## config.mk

```make
export PLATFORM = sky130hd
export DESIGN_NAME = downcounter_8bit
export DESIGN_NICKNAME = d
export VERILOG_FILES = /design/src/rtl/downcounter_8bit.sv
export SDC_FILE = /design/constraint.sdc
export NUM_CORES = 1
export LEC_CHECK = 0
export CORE_MARGIN = 5
export CORE_UTILIZATION = 37
export CTS_CLUSTER_DIAMETER = 30
export DETAILED_ROUTE_END_ITERATION = 10
export GPL_ROUTABILITY_DRIVEN = 0
export SLEW_MARGIN = 15
export SYNTH_ARGS = -nofsm -noshare
export SYNTH_HDL_FRONTEND = slang
export SYNTH_SLANG_ARGS = --single-unit
```

## constraint.sdc

```tcl
create_clock -name clk -period 2.45 [get_ports clk]
set_clock_uncertainty 0.05 [all_clocks]
set_input_delay 0.735 -clock clk [delete_from_list [all_inputs] [get_ports clk]]
set_output_delay 0.735 -clock clk [all_outputs]
set_load 0.01 [all_outputs]
```

## src/rtl/downcounter_8bit.sv

```systemverilog
// Loadable down counter/timer with a one-cycle terminal-count pulse.
// It stops at zero in one-shot mode, or reloads the last loaded value in periodic mode.
module downcounter_8bit #(
  parameter int WIDTH = 8
) (
  input  logic             clk,
  input  logic             reset,
  input  logic             load,
  input  logic [WIDTH-1:0] load_val,
  input  logic             en,
  input  logic             auto_reload,
  output logic [WIDTH-1:0] Qout,
  output logic             zero,
  output logic             tc,
  output logic             busy
);

  localparam logic [0:0] IDLE = 1'b0;
  localparam logic [0:0] RUN  = 1'b1;

  logic [0:0]       state_q, state_d;
  logic [WIDTH-1:0] count_q, count_d;
  logic [WIDTH-1:0] reload_q, reload_d;
  logic             tc_q, tc_d;

  // Priority is load, then an enabled count step while running, then hold.
  always_comb begin
    state_d  = state_q;
    count_d  = count_q;
    reload_d = reload_q;
    tc_d     = 1'b0;
    if (load) begin
      count_d  = load_val;
      reload_d = load_val;
      state_d  = (load_val != '0) ? RUN : IDLE;
    end else if (state_q == RUN && en) begin
      if (count_q > WIDTH'(1)) begin
        count_d = count_q - WIDTH'(1);
      end else if (count_q == WIDTH'(1)) begin
        count_d = '0;
        tc_d    = 1'b1;
        if (!auto_reload) state_d = IDLE;
      end else if (auto_reload) begin
        count_d = reload_q;
      end else begin
        // Periodic mode was dropped while parked at zero, so park in IDLE.
        state_d = IDLE;
      end
    end
  end

  always_ff @(posedge clk or negedge reset) begin
    if (!reset) begin
      state_q  <= IDLE;
      count_q  <= '0;
      reload_q <= '0;
      tc_q     <= 1'b0;
    end else begin
      state_q  <= state_d;
      count_q  <= count_d;
      reload_q <= reload_d;
      tc_q     <= tc_d;
    end
  end

  assign Qout = count_q;
  assign zero = (count_q == '0);
  assign tc   = tc_q;
  assign busy = (state_q == RUN);

endmodule

```

After elaboration in Yosys (flattened, before gate mapping) --
Cells that the tools add are included.
Operators by class: add/subtract/negate cells 1, order comparisons 1, equality and inequality tests 3, mux-type cells 14, reductions and logical operators 7
Operator list (number):
- 8-bit two-way mux | 5
- 1-bit two-way mux | 9
- 8-bit by 1-bit equality test with 1-bit output, second input constant | 1
- 8-bit by 1-bit greater-than comparator with 1-bit output, second input constant | 1
- 8-bit zero test | 1
- 8-bit nonzero test | 1
- 8-bit by 1-bit subtractor with 8-bit output, second input constant | 1
- 2-bit != test, second input constant | 2
- 4-bit nonzero test | 1
- 3-bit AND reduction | 1
- 2-bit AND reduction | 1
- 2-bit nonzero test | 1
- 1-bit logical AND | 1
Word-level totals: register bits 18, bits of input ports 13, output and inout bits 11, word-level logic and storage cells 30

Longest topological paths before layout --
Gate-level depths: netlist of the first run.
depth after elaboration 5, gate-level depth with buffers 9, depth with buffers taken out 6

Worst setup path after synthesis of the first run --
No wires, ideal clock.
path type register to register, start point register count_q[0], in the netlist Qout[0], end point register count_q[3], in the netlist Qout[3], library setup time 0.122 ns, arrival time 2.110 ns, required time 2.278 ns, setup slack 0.169 ns, stages on the path, launching flop included 9, buffers on the path 3, period minus slack after synthesis 2.281 ns, cell sequence dfrtp_1 > inv_1 > ha_1 > clkbuf_2 > or4b_1 > buf_2 > o32a_1 > buf_2 > a32o_1
Between the ends: longest elaborated chain between the ends 5, elaborated cells between the ends (all ways) 9, those cells by class add/sub (1); order compare (1); eq/ne (1); mux (4); reduce/logical (2)
RTL lines:
- from (decl) | line 22 | logic [WIDTH-1:0] count_q, count_d;
- from (signal assigned) | line 60 | count_q <= count_d;
- branches (longest 5 deep; another with 8-bit by 1-bit subtractor with 8-bit output)
Parallel ways; which one is timed is not known. The select of a mux whose other input is x is not followed. A chain may end at the register's enable or synchronous reset.

Final worst setup path of the first run --
start point register count_q[5], in the netlist Qout[5], end point output zero
Between the ends: longest elaborated chain between the ends 1
RTL lines:
- 8-bit zero test | line 67 | assign zero = (count_q == '0);
- to (decl) | line 13 | output logic zero,
No other way between the ends.

==> results of run 1 <==
-- how the worst max path moves through the flow --
stage | end | slack (ns) | cells after the start
finish | zero | 0.12 | 4
global route | zero | 0.004 | 4
CTS | zero | 0.07 | 4
global placement | Qout[6]$_DFFE_PN0P_ | 0.06 | 4
floorplan | Qout[3]$_DFFE_PN0P_ | 0.17 | 8
detailed placement | Qout[6]$_DFFE_PN0P_ | 0.03 | 4
-- cell families after synthesis --
family	share of synthesized area, %
AO/OA/AOI/OAI	23.6
flip-flops	38.2
AND/OR/NAND/NOR	24.6
adder cells (fa/ha/maj)	3.18
multiplexers	2.86
buffers and inverters	7.53
-- cells in the final DEF, fill, tap and decap left out, types with 4 or more instances in the layout --
master / count
nand3_1: 4
a32o_1: 4
dfrtp_1: 18
o21ai_0: 5
inv_1: 8
nand2b_1: 5
nand2_1: 10
clkdlybuf4s50_1: 22
nor3_1: 5
buf_4: 15
or4_1: 5
nor2_1: 6
-- cell type report --
class / count / share of cell area (%)
Inverter: 8 / 1.94
Multi-Input combinational cell: 94 / 41.8
Tap cell: 44 / 3.56
Timing Repair Buffer: 38 / 22.1
Sequential cell: 18 / 29.1
Clock buffer: 3 / 1.46
-- power breakdown --
| part | leakage [nW] | internal (mW) | switching, mW | total (mW) |
|---|---|---|---|---|
| logic | 0.397 | 0.190 | 0.209 | 0.399 |
| registers | 0.220 | 0.333 | 0.0375 | 0.371 |
| clock network | 0.0138 | 0.0572 | 0.0930 | 0.150 |
-- registers in the layout, summed over array words and instances (netlist names) --
name	cells
Qout	8
reload_q	8
busy	1
tc	1
-- per-layer routing --
| layer | GRT usage, % | wire, microns |
|---|---|---|
| met2 | 24.5 | 1530 |
| met5 | 0 | 0 |
| met1 | 21.1 | 1450 |
| met4 | 4.31 | 12 |
| met3 | 3.20 | 215 |
-- critical path, cell delays in order, from the launching register on --
cell	delay, ns
dfrtp_1	0.40
nor4_2	0.29
buf_4	0.16
and3_1	0.14
dlygate4sd2_1	0.26
-- repair_timing --
| item | 4_1_cts | 5_1_grt |
|---|---|---|
| endpoints found under the setup margin | 1 | 1 |
| pin swaps | 1 | 1 |
| gates resized for setup | 2 | 0 |
| hold buffers | 0 | 0 |
-- through the flow --
stage          area [sq um]  std cells  worst slack, ns  utilization [%]
3_3_place_gp           1520        202           0.0643             49.8
4_1_cts                1550        205           0.0727             50.7
3_5_place_dp           1520        202           0.0310             49.8
2_1_floorplan          1180        130            0.169                -
6_report               1550        205            0.124             50.7
5_1_grt                1550        205          0.00406             50.7
==> out/summary.txt, run 1 <==
Global route overflow = 0
R2R depth = 5
Arr. time, crit path = 1.54 ns
Yosys warning count = 0
Root Driver = clkbuf_4
# IOs = 24
Synthesized area = 0.00118 sq mm
Fin. max-slew vios = 0
Sequential cell area = 450 sq um
Final setup vio count = 0
Post-DRT Antenna Nets = 0
Via/cell ratio = 5.72
Period utilization = 95.0%
Clock transition at path regs = 0.10 ns
Initial Util = 38.6%
RSZ-0062 raised after global routing = false
Initial antenna violation count = 0
Count leader, synth = dfrtp_1
DR pass1 iterations = 4
Area of the multi-input gates = 647 sq um
DRT iter0 DRCs = 43
Slew headroom = 72.9%
Start point of the critical path = Qout[5]$_DFFE_PN0P_
All-layer global routing usage = 15.5%
Worst r2r src = Qout[1]$_DFFE_PN0P_
Setup bufs post-CTS = 0
Hold Path End = reload_q[6]$_DFFE_PN0P_
FMAX = 430 MHz
Hold Vio Cnt, Final = 0
Fill count = 299
Critical Path Source Type = flip-flop
Pin slew with the least headroom to its limit = 0.396 ns
Seq/Total Area, Yosys = 38.2%
Reg-to-reg slack, setup = 0.21 ns
EDFF count, synth = 0
Post-DP HPWL = 2500 microns
CP required = 1.66 ns
Fin Hold WS = 0.442 ns
Worst vdd ir = 315 uV
Clk sinks = 18
Hold Crit Start = reload_q[6]$_DFFE_PN0P_
Ys flop type = dfrtp_1
Synth cell count leaders = 18 x dfrtp_1, 10 x nand2_1, 8 x inv_1
Critical Path End Type = primary output
Syn_nets = 146
Core area = 0.00305 sq mm
Power, Total = 0.920 mW
DR vias = 1172
Antenna cells = 0
Cell taking the most area after synthesis = dfrtp_1
Pwr/cell area = 595 mW/mm^2
Synth cell types = 45
Synth-to-layout area growth = 31.1%
Final min period = 2.33 ns
Largest net degree at the start of global routing = 21
Share of layout cells above drive strength 1 = 16.8%
Area share of the largest cell type after synthesis = 38.2%
Die extent in x = 66.5 microns
DRT Wirelength = 3210 microns
TNS Setup = 0 ns
RR Endpoint = Qout[5]$_DFFE_PN0P_
TritonCTS buffer count = 3
Worst skew pair latency = 0.29 ns
First-pass GRT wire length = 5370 microns
Die area = 0.00442 sq mm
Min-Delay Path Class = reg2reg
Avg Cell Area, Syn = 9.08 sq um
NumNets Final = 179
Number of global-route vias before repair = 1124
Worst Hold Depth = 2
Result of the run = completed
H-tree levels = 1
PortBufs = 23
Post-Synthesis Cells = 130
DRC = 0
Row cnt = 20
Critical path class = reg2out
Chip height = 66.5 microns
CTS tree = yes
Top cells by area, synth = dfrtp_1 38%, a32o_1 3.4%, ha_1 3.2%
Post-synthesis register bit count = 18
WL/cell = 15.7 microns
Leakage power = 0.631 nW
Max-cap viol count = 0
Post-synth ARST share = 100%
Clock Path Buffers = 2
Largest fanout on the critical path = 2
(Power assumes the default switching activity.)
==> inputs of run 2 (changes only) <==
Settings changed: CAP_MARGIN set to 0.
==> results of run 2 <==
No change in the layout: final DEF, timing and power equal those of run 1.
